File: config.mk
export PLATFORM = sky130hd
export DESIGN_NAME = alu_seq_flat
export DESIGN_NICKNAME = d
export VERILOG_FILES = /design/src/rtl/alu_seq_pkg.sv /design/src/rtl/alu_seq_if.sv /design/src/rtl/alu_seq_mul.sv /design/src/rtl/alu_seq.sv /design/src/flat_wrapper.sv
export SDC_FILE = /design/constraint.sdc
export NUM_CORES = 1
export LEC_CHECK = 0
export BUFFER_PORTS_ARGS = -buffer_cell sky130_fd_sc_hd__buf_2
export CAP_MARGIN = 20
export CORE_MARGIN = 3
export CORE_UTILIZATION = 55
export DETAILED_ROUTE_END_ITERATION = 7
export PLACE_DENSITY = 0.73
export SLEW_MARGIN = 20
export SYNTH_ARGS = -nofsm -noshare
export SYNTH_HDL_FRONTEND = slang
export SYNTH_SLANG_ARGS = --single-unit
export TNS_END_PERCENT = 10
File: constraint.sdc
create_clock -name clk -period 3.3 [get_ports clk]
set_clock_uncertainty 0.1 [all_clocks]
set_input_delay 0.825 -clock clk [delete_from_list [all_inputs] [get_ports clk]]
set_output_delay 0.825 -clock clk [all_outputs]
set_load 0.02 [all_outputs]
File: src/rtl/alu_seq_pkg.sv
// alu_seq_pkg: shared types and constants for the sequential ALU.
//   mode_e    - operation selected by the mode counter (ADD, SUB, MUL, MAC)
//   state_e   - top-level control FSM states (IDLE, CALC)
//   NUM_MODES - number of modes the mode counter cycles through
package alu_seq_pkg;

    localparam int NUM_MODES = 4;

    typedef enum logic [1:0] {
        ADD = 2'd0,
        SUB = 2'd1,
        MUL = 2'd2,
        MAC = 2'd3
    } mode_e;

    typedef enum logic {
        IDLE = 1'b0,
        CALC = 1'b1
    } state_e;

endpackage

File: src/rtl/alu_seq_if.sv
// alu_seq_if: operand bus, controls and result/status signals of alu_seq.
//   master (driver side): in_data, ea, eb, mode_step, start, clr -> ALU
//   slave  (ALU side)   : mode, a_value, b_value, result, busy, done -> display
interface alu_seq_if #(
    parameter int WIDTH = 8,
    parameter int RES_W = 2 * WIDTH
);
    logic [WIDTH-1:0] in_data;
    logic             ea;
    logic             eb;
    logic             mode_step;
    logic             start;
    logic             clr;
    logic [1:0]       mode;
    logic [WIDTH-1:0] a_value;
    logic [WIDTH-1:0] b_value;
    logic [RES_W-1:0] result;
    logic             busy;
    logic             done;

    modport master (
        output in_data, ea, eb, mode_step, start, clr,
        input  mode, a_value, b_value, result, busy, done
    );

    modport slave (
        input  in_data, ea, eb, mode_step, start, clr,
        output mode, a_value, b_value, result, busy, done
    );
endinterface

File: src/rtl/alu_seq_mul.sv
// seq_mul: iterative unsigned shift-add multiplier, one bit of b per cycle.
//   clk, reset (async, active-low)
//   start   - load a/b and begin; ignored while busy
//   abort   - cancel a running multiply (no done)
//   a, b    - operands (WIDTH bits, unsigned)
//   busy    - registered, high for exactly WIDTH cycles after start
//   done    - combinational: this cycle's edge performs the final step
//   product - combinational value the accumulator takes on this edge;
//             equals a*b mod 2^RES_W while done is high
// Exposing the final step combinationally lets the caller write its
// result register on the same edge that busy falls.
module seq_mul #(
    parameter int WIDTH = 8,
    parameter int RES_W = 2 * WIDTH
) (
    input  logic             clk,
    input  logic             reset,
    input  logic             start,
    input  logic             abort,
    input  logic [WIDTH-1:0] a,
    input  logic [WIDTH-1:0] b,
    output logic             busy,
    output logic             done,
    output logic [RES_W-1:0] product
);
    localparam int CNT_W = $clog2(WIDTH + 1);

    logic [RES_W-1:0] mcand;
    logic [RES_W-1:0] acc;
    logic [WIDTH-1:0] mplier;
    logic [CNT_W-1:0] cnt;

    assign product = acc + (mplier[0] ? mcand : '0);
    assign done    = busy && !abort && (cnt == CNT_W'(1));

    // control: busy flag and iteration counter
    always_ff @(posedge clk or negedge reset) begin
        if (!reset) begin
            busy <= 1'b0;
            cnt  <= '0;
        end else if (busy) begin
            if (abort) begin
                busy <= 1'b0;
            end else begin
                cnt <= cnt - CNT_W'(1);
                if (cnt == CNT_W'(1))
                    busy <= 1'b0;
            end
        end else if (start) begin
            busy <= 1'b1;
            cnt  <= CNT_W'(WIDTH);
        end
    end

    // datapath: shifted multiplicand, remaining multiplier bits, partial product
    always_ff @(posedge clk) begin
        if (busy) begin
            acc    <= product;
            mcand  <= mcand << 1;
            mplier <= mplier >> 1;
        end else if (start) begin
            mcand  <= {{(RES_W - WIDTH){1'b0}}, a};
            mplier <= b;
            acc    <= '0;
        end
    end
endmodule

File: src/rtl/alu_seq.sv
// alu_seq: sequential ALU with ADD, SUB, MUL and MAC modes.
//   clk   - single clock, rising edge
//   reset - asynchronous, active-low; clears every output
//   bus   - alu_seq_if.slave: operand bus, load enables, mode step,
//           start/clr in; mode, operands, result, busy, done out
// ADD/SUB complete on the start edge; MUL/MAC run the iterative
// multiplier for WIDTH cycles and write result as busy falls.
module alu_seq
    import alu_seq_pkg::*;
#(
    parameter int WIDTH = 8,
    parameter int RES_W = 2 * WIDTH
) (
    input  logic       clk,
    input  logic       reset,
    alu_seq_if.slave   bus
);
    logic [WIDTH-1:0] a_q;
    logic [WIDTH-1:0] b_q;
    logic [RES_W-1:0] res_q;
    mode_e            mode_q;
    state_e           state;
    logic             done_q;
    logic             ms_q;
    logic             mac_q;

    logic             mul_start;
    logic             mul_busy;
    logic             mul_done;
    logic [RES_W-1:0] mul_prod;

    function automatic logic [RES_W-1:0] add_zext(input logic [WIDTH-1:0] x,
                                                  input logic [WIDTH-1:0] y);
        return {{(RES_W - WIDTH){1'b0}}, x} + {{(RES_W - WIDTH){1'b0}}, y};
    endfunction

    // WIDTH+1 bits hold any difference of two unsigned operands exactly.
    function automatic logic [RES_W-1:0] sub_sext(input logic [WIDTH-1:0] x,
                                                  input logic [WIDTH-1:0] y);
        logic signed [WIDTH:0] d;
        d = $signed({1'b0, x}) - $signed({1'b0, y});
        return {{(RES_W - WIDTH){d[WIDTH]}}, d[WIDTH-1:0]};
    endfunction

    assign mul_start = (state == IDLE) && bus.start && !bus.clr &&
                       ((mode_q == MUL) || (mode_q == MAC));

    seq_mul #(
        .WIDTH (WIDTH),
        .RES_W (RES_W)
    ) u_mul (
        .clk     (clk),
        .reset   (reset),
        .start   (mul_start),
        .abort   (bus.clr),
        .a       (a_q),
        .b       (b_q),
        .busy    (mul_busy),
        .done    (mul_done),
        .product (mul_prod)
    );

    always_ff @(posedge clk or negedge reset) begin
        if (!reset) begin
            a_q    <= '0;
            b_q    <= '0;
            res_q  <= '0;
            mode_q <= ADD;
            state  <= IDLE;
            done_q <= 1'b0;
            ms_q   <= 1'b0;
            mac_q  <= 1'b0;
        end else begin
            done_q <= 1'b0;
            ms_q   <= bus.mode_step;

            // operand loads and mode steps are frozen (not queued) while busy
            if (!mul_busy) begin
                if (bus.ea) a_q <= bus.in_data;
                if (bus.eb) b_q <= bus.in_data;
                if (bus.mode_step && !ms_q)
                    mode_q <= (mode_q == mode_e'(NUM_MODES - 1)) ? ADD
                                                                 : mode_e'(mode_q + 2'd1);
            end

            case (state)
                IDLE: begin
                    if (bus.clr) begin
                        res_q <= '0;
                    end else if (bus.start) begin
                        case (mode_q)
                            ADD: begin
                                res_q  <= add_zext(a_q, b_q);
                                done_q <= 1'b1;
                            end
                            SUB: begin
                                res_q  <= sub_sext(a_q, b_q);
                                done_q <= 1'b1;
                            end
                            default: begin
                                state <= CALC;
                                mac_q <= (mode_q == MAC);
                            end
                        endcase
                    end
                end
                CALC: begin
                    if (bus.clr) begin
                        res_q <= '0;
                        state <= IDLE;
                    end else if (mul_done) begin
                        res_q  <= mac_q ? res_q + mul_prod : mul_prod;
                        done_q <= 1'b1;
                        state  <= IDLE;
                    end
                end
                default: state <= IDLE;
            endcase
        end
    end

    assign bus.mode    = mode_q;
    assign bus.a_value = a_q;
    assign bus.b_value = b_q;
    assign bus.result  = res_q;
    assign bus.busy    = mul_busy;
    assign bus.done    = done_q;
endmodule

File: src/flat_wrapper.sv
// flat-port wrapper written by rule: the top's interface ports become plain ports
module alu_seq_flat import alu_seq_pkg::*;
#(
    parameter int WIDTH = 8,
    parameter int RES_W = 2 * WIDTH
)
  (clk, reset, bus_in_data, bus_ea, bus_eb, bus_mode_step, bus_start, bus_clr, bus_mode, bus_a_value, bus_b_value, bus_result, bus_busy, bus_done);
  alu_seq_if #(.WIDTH(WIDTH), .RES_W(RES_W)) bus_i ();
  input  logic clk;
  input  logic reset;
  input wire logic [$bits(bus_i.in_data)-1:0] bus_in_data;
  input wire logic [$bits(bus_i.ea)-1:0] bus_ea;
  input wire logic [$bits(bus_i.eb)-1:0] bus_eb;
  input wire logic [$bits(bus_i.mode_step)-1:0] bus_mode_step;
  input wire logic [$bits(bus_i.start)-1:0] bus_start;
  input wire logic [$bits(bus_i.clr)-1:0] bus_clr;
  output wire logic [$bits(bus_i.mode)-1:0] bus_mode;
  output wire logic [$bits(bus_i.a_value)-1:0] bus_a_value;
  output wire logic [$bits(bus_i.b_value)-1:0] bus_b_value;
  output wire logic [$bits(bus_i.result)-1:0] bus_result;
  output wire logic [$bits(bus_i.busy)-1:0] bus_busy;
  output wire logic [$bits(bus_i.done)-1:0] bus_done;
  assign bus_i.in_data = bus_in_data;
  assign bus_i.ea = bus_ea;
  assign bus_i.eb = bus_eb;
  assign bus_i.mode_step = bus_mode_step;
  assign bus_i.start = bus_start;
  assign bus_i.clr = bus_clr;
  assign bus_mode = bus_i.mode;
  assign bus_a_value = bus_i.a_value;
  assign bus_b_value = bus_i.b_value;
  assign bus_result = bus_i.result;
  assign bus_busy = bus_i.busy;
  assign bus_done = bus_i.done;
  alu_seq #(.WIDTH(WIDTH), .RES_W(RES_W)) u_core (.clk(clk), .reset(reset), .bus(bus_i));
endmodule
## After elaboration in Yosys (flattened, before gate mapping)

Cells that the tools add are included.

- Bits in registers: 83
- Input bits: 15
- Output and inout bits: 36
- Logic and storage cells: 85

- Add/subtract/negate cells: 6
- Equality and inequality tests: 8
- Multiplexer cells: 34
- Bitwise logic cells: 4
- Reductions and logical operators: 18

Operator list:

| operator | count |
|---|---|
| $mux W16 | 10 |
| $pmux W16 S2 | 2 |
| $add A16 B16 Y16 | 2 |
| $mux W1 | 14 |
| $mux W7 | 2 |
| $mux W4 | 3 |
| $add A8 B8 Y9 | 1 |
| $sub A8 B8 Y9 | 1 |
| $reduce_and A2 Y1 | 4 |
| $logic_and A1 B1 Y1 | 6 |
| $ne A3 B3 Y1 const B | 2 |
| $eq A2 B2 Y1 const B | 2 |
| $eq A4 B1 Y1 const B | 1 |
| $ne A4 B4 Y1 const B | 1 |
| $not A1 Y1 | 4 |
| $pmux W1 S2 | 2 |
| $reduce_and A4 Y1 | 1 |
| $sub A4 B1 Y4 const B | 1 |
| $reduce_and A3 Y1 | 1 |
| $add A2 B1 Y2 const B | 1 |
| $eq A2 B1 Y1 const B | 1 |
| $logic_not A1 Y1 | 2 |
| $logic_not A2 Y1 | 1 |
| $mux W2 | 1 |
| other kinds (4) | 4 |

## Longest topological paths before layout

- Depth after elaboration: 7
- Gate-level depth with buffers: 17
- Gate-level depth less buffers: 17

## Hierarchy

Synthesis repeated with hierarchy kept, for this count alone.

- Cells, all modules: 642
- Area, all modules: 6080.8 µm²

By module, submodules not included:

| module | instances | cells an instance | area an instance (µm²) | seq. area each (µm²) |
|---|---|---|---|---|
| alu_seq | 1 | 389 | 3310.7 | 950.9 |
| seq_mul | 1 | 253 | 2770.2 | 1306.3 |

## Worst setup path before layout

OpenSTA, ideal clock, no wires.

- Path kind: register to register
- Start point: reg u_core.u_mul.mplier[0]
- End point: reg u_core.res_q[15] (netlist: u_core.bus.result[15])
- Setup time: 0.096 ns
- Arrival: 3.396 ns
- Data required time: 3.104 ns
- Setup slack: -0.292 ns
- Cell stages (with the launch flop): 17
- Path buffers: 1
- Clock period less this slack: 3.592 ns
- Path through: edfxtp_1 -> clkbuf_1 -> and2_1 -> ha_1 -> a21oi_1 -> nand2b_1 -> o211ai_1 -> o21a_1 -> mux2i_1 -> ha_1 -> a21o_1 -> a21o_1 -> a21oi_1 -> o21ai_2 -> mux2i_1 -> xnor2_1 -> o32ai_2

- Word-level cells in the longest chain between the ends: 7

RTL lines:

| element | line | RTL |
|---|---|---|
| start: declaration | alu_seq_mul.sv:30 | `logic [WIDTH-1:0] mplier;` |
| start signal: assignment | alu_seq_mul.sv:60 | `mplier <= mplier >> 1;` |
| $mux W16 | alu_seq_mul.sv:33 | `assign product = acc + (mplier[0] ? mcand : '0);` |
| $add A16 B16 Y16 | alu_seq_mul.sv:33 |  |
| named net u_core.mul_prod[12] | alu_seq.sv:30 | `logic [RES_W-1:0] mul_prod;` |
| $add A16 B16 Y16 | alu_seq.sv:112 | `res_q <= mac_q ? res_q + mul_prod : mul_prod;` |
| $mux W16 | alu_seq.sv:112 |  |
| $mux W16 | alu_seq.sv:111 | `end else if (mul_done) begin` |
| $mux W16 | alu_seq.sv:108 | `if (bus.clr) begin` |
| $pmux W16 S2 | alu_seq.sv:86 | `case (state)` |
| end signal: assignment | alu_seq.sv:93 | `res_q <= add_zext(a_q, b_q);` |
| end signal: assignment | alu_seq.sv:97 | `res_q <= sub_sext(a_q, b_q);` |
| end signal: assignment | alu_seq.sv:112 |  |
| end: declaration | alu_seq.sv:20 | `logic [RES_W-1:0] res_q;` |

The timed path passes the listed nets, and every way through them passes these cells. The select of a mux whose other input is x is not followed.
A chain may end at the register's enable or synchronous reset.

## Worst setup path in the final report

- Start point: reg u_core.u_mul.mplier[0]
- End point: reg u_core.res_q[14] (netlist: u_core.bus.result[14])

Same word-level chain as after synthesis.

==> results.txt <==
----------------------------------------------------
[Synthesis]
  Synthesized instance count ... 623
  Number of flops mapped to enable cells by yosys ... 38
  Most frequent cells after synthesis ... sky130_fd_sc_hd__nand2_1 (59), sky130_fd_sc_hd__ha_1 (53), sky130_fd_sc_hd__a21oi_1 (47)
  Most instantiated library cell after synthesis ... sky130_fd_sc_hd__nand2_1
  Cell area after synthesis ... 5888 um2
  Top FF cell, synth ... sky130_fd_sc_hd__dfrtp_1
  FFs w/ async S/R, synth ... 51.81%
  Number of storage elements in the synthesis netlist ... 83
  Warnings, synthesis ... 0
  Avg Cell Area, Syn ... 9.451 um2
  Number of nets in the synthesized netlist ... 695
  Sequential share of the synthesized area ... 38.33%
  Largest cells by area after synthesis ... sky130_fd_sc_hd__edfxtp_1 (19%), sky130_fd_sc_hd__dfrtp_1 (18%), sky130_fd_sc_hd__ha_1 (11%)
  Post-synthesis cell type with the largest combined area ... sky130_fd_sc_hd__edfxtp_1
  Area fraction of the dominant cell type after synthesis ... 19.38%
  Post-synthesis cell type count ... 70

[Critical path]
  Maximum fanout count along the critical path ... 8
  Source of the worst register-to-register timing path ... u_core.u_mul.mplier[0]
  Required arrival time at the worst endpoint ... 3.49 ns
  Kind of capture point of the worst setup path ... register
  Arrival time at the worst endpoint ... 3.89 ns
  Worst setup path category ... reg2reg
  CP Launch Point ... u_core.u_mul.mplier[0]
  Startpoint types ... register

[Clock network]
  Clock-pin slew on the worst setup and hold paths ... 0.09 ns
  Cts bufs inserted ... 9
  Worst-case clock buffer depth ... 2
  Clock root cell ... sky130_fd_sc_hd__clkbuf_8
  Clock net sink count ... 83
  Count of hold-fix buffers inserted at cts ... 0
  Clock tree from TritonCTS ... yes
  Clock insertion delay at the later pin of the skew report ... 0.37 ns
  H-tree depth ... 3

[Route]
  Routed length per placed instance ... 17.46 um
  Aggregate routed wire length ... 15730 um
  Post-DRT Antenna Nets ... 0
  Post-route DRC ... 0
  Via-to-Cell Ratio ... 5.725
  Vias after detailed routing ... 5158
  Violation count after the first detailed-routing iteration ... 301
  Pre-Repair DR Iteration Count ... 8

[Pwr]
  Cell area power density ... 1215 nW/um2
  Combinational power share ... 71.3%
  Post-route total power ... 9.106 mW
  Clock power frac ... 7.7%
  Int Power ... 5.012 mW
  Sequential group share of total power ... 21.0%
  IR Drop Worst-Case VDD ... 0.0006464 V
  Switching power as a share of total power ... 44.96%
  Static Leak ... 3.291 nW
  Power spent charging and discharging nets ... 4.094 mW

[STA]
  Endpoints failing setup ... 8
  Slew at the pin closest to its max-slew limit ... 0.8761 ns
  Setup_tns ... -1.929 ns
  Min setup slack post-route ... -0.3960 ns
  Unrepaired setup endpoints after global routing ... true
  Post-layout min period ... 3.696 ns
  Upper clock frequency limit ... 270.6 MHz
  Headroom to the max-slew limit ... 41.47%
  Final Hold Fails ... 0
  Count of pins over their slew limit ... 0
  Final worst path period share ... 112.0%
  Worst hold margin ... 0.3375 ns

[Final layout]
  Final Net Count ... 832
  Count of placed standard cells in the final layout, fillers left out ... 901
  Area growth from synthesis to final layout ... 27.33%
  Antenna diode count ... 0
  Layout cell share with drive strength beyond 1 ... 33.07%

[Global route]
  Residual overflow from global routing ... 0
  Wire length of the first global-routing pass ... 25080 um
  Number of global-route vias before repair ... 5182
  Number of antenna violations at the first check in global routing ... 0
  Maximum number of pins on one net before global-route repair ... 42
  Gr usage total ... 27.15%

[Die]
  Placement row count ... 37
  Starting Density ... 56.78%
  Horiz. Die Dim ... 109.5 um
  Die height ... 109.5 um
  Core region area ... 10370 um2
  Total Die Area ... 11980 um2
  Top-Level Pins ... 51

[Placed design]
  Placer's final routability congestion estimate ... 0.9530
  Number of placed cells counting well taps ... 873
  Total half-perimeter wirelength after legalization and detailed placement ... 11470 um
  Worst-case setup slack after placement ... -0.5130 ns
  Port-buffer cells ... 50

[Run status]
  Violations in the final reports ... setup timing
  Result of the run ... finished, violations left

[Min path]
  Kind of path behind the tightest hold check ... in2async

[Run]
  Number of maximum-capacitance violations ... 0

----------------------------------------------------
cells in the final DEF, fill, tap and decap left out, types with 7 or more instances in the layout:
cell and instances:
sky130_fd_sc_hd__buf_4 96, sky130_fd_sc_hd__nand2_1 55, sky130_fd_sc_hd__buf_2 50, sky130_fd_sc_hd__nor2_1 42, sky130_fd_sc_hd__dfrtp_1 42, sky130_fd_sc_hd__ha_1 41, sky130_fd_sc_hd__edfxtp_1 38, sky130_fd_sc_hd__o21ai_0 37
sky130_fd_sc_hd__and2_1 35, sky130_fd_sc_hd__a21oi_1 35, sky130_fd_sc_hd__inv_1 34, sky130_fd_sc_hd__xnor2_1 17, sky130_fd_sc_hd__mux2i_1 16, sky130_fd_sc_hd__mux2_2 12, sky130_fd_sc_hd__a21oi_2 11, sky130_fd_sc_hd__ha_4 11
sky130_fd_sc_hd__nand2b_1 10, sky130_fd_sc_hd__nor2b_1 9, sky130_fd_sc_hd__o21ai_1 9, sky130_fd_sc_hd__clkbuf_8 9, sky130_fd_sc_hd__o21ai_2 8, sky130_fd_sc_hd__xor2_1 7, sky130_fd_sc_hd__a21o_1 7
metrics by stage:
step / util, % / instance area, um2
after CTS: 70.09 / 7268
after global routing: 72.30 / 7497
final: 72.30 / 7497
after global placement: 66.78 / 6925
after floorplan: - / 5971
after detailed placement: 66.78 / 6925
power by group through the flow:
stage | clock network [mW] | logic, mW | registers [mW]
4_1_cts | 0.722 | 5.92 | 1.90
6_report | 0.703 | 6.49 | 1.91
5_1_grt | 0.764 | 7.05 | 1.96
2_1_floorplan | 0 | 3.44 | 1.93
3_3_place_gp | 0 | 5.39 | 1.89
3_5_place_dp | 0 | 5.52 | 1.91
layer usage:
| metal | track usage (%) | up-vias | share of wire (%) |
|---|---|---|---|
| met4 | 12.11 | 0 | 3.7 |
| met5 | 0 | - | 0 |
| met2 | 48.26 | 153 | 51 |
| met1 | 32.27 | 2458 | 41 |
| li1 | - | 2500 | - |
| met3 | 4.287 | 47 | 4.4 |
cell families after synthesis:
logic type	Yosys count	synth area share, %
AND/OR/NAND/NOR	195	16.60
XOR/XNOR	31	4.611
adder cells (fa/ha/maj)	57	12.62
flip-flops	83	38.33
multiplexers	29	5.185
AO/OA/AOI/OAI	171	18.59
buffers and inverters	57	4.058
state kept, by name, indices dropped and copies added, names as in the netlist:
signal,flops
u_core.bus.result,16
u_core.u_mul.acc,16
u_core.u_mul.mcand,16
u_core.bus.a_value,8
u_core.bus.b_value,8
u_core.u_mul.mplier,8
u_core.u_mul.cnt,4
u_core.bus.mode,2
u_core.bus.done,1
u_core.mac_q,1
u_core.ms_q,1
u_core.state,1
u_core.u_mul.busy,1
cell type report:
class	instances	area (um2)
multi-input cells	483	3771
well taps	136	170.2
inverters	36	135.1
clock buffers	12	156.4
flip-flops and latches	83	2258
clock inverters	4	23.77
repair buffers	147	982.2
fillers	799	2873
worst max-delay path, cell delays in order, from the launching register on:
cell and delay (ns):
sky130_fd_sc_hd__edfxtp_1 0.41, sky130_fd_sc_hd__buf_6 0.15, sky130_fd_sc_hd__and2_4 0.14, sky130_fd_sc_hd__ha_4 0.28
sky130_fd_sc_hd__o211ai_1 0.13, sky130_fd_sc_hd__o211ai_2 0.25, sky130_fd_sc_hd__a21oi_1 0.11, sky130_fd_sc_hd__o21bai_1 0.23
sky130_fd_sc_hd__xor2_2 0.28, sky130_fd_sc_hd__ha_1 0.32, sky130_fd_sc_hd__a21oi_2 0.15, sky130_fd_sc_hd__o21ai_2 0.10
sky130_fd_sc_hd__or4_4 0.42, sky130_fd_sc_hd__o21ai_2 0.16, sky130_fd_sc_hd__xnor2_1 0.13, sky130_fd_sc_hd__mux2i_1 0.09
sky130_fd_sc_hd__a21oi_1 0.18
what timing repair did:
| action | 4_1_cts | 5_1_grt |
|---|---|---|
| resized for setup | 26 | 34 |
| endpoints found under the setup margin | 11 | 11 |
| endpoints found under the hold margin | 0 | 0 |
| pin swaps | 13 | 32 |
| buffers inserted | 3 | 9 |
path summary, 6_finish.rpt:
| path | endpoint | slack [ns] | depth (start not counted) |
|---|---|---|---|
| worst max-delay path | u_core.bus.result[14] | -0.40 | 16 |
| worst min-delay path | u_core.bus.result[11] | 0.34 | 1 |
| worst max register to register | u_core.bus.result[14] | -0.40 | 16 |
| worst min register to register | u_core.u_mul.mplier[7] | 0.42 | 2 |
| max in group asynchronous | u_core.bus.a_value[0] | 2.04 | 2 |
| min in group clk | u_core.u_mul.mplier[7] | 0.42 | 2 |
No activity file was read; power rests on OpenSTA's default activity.
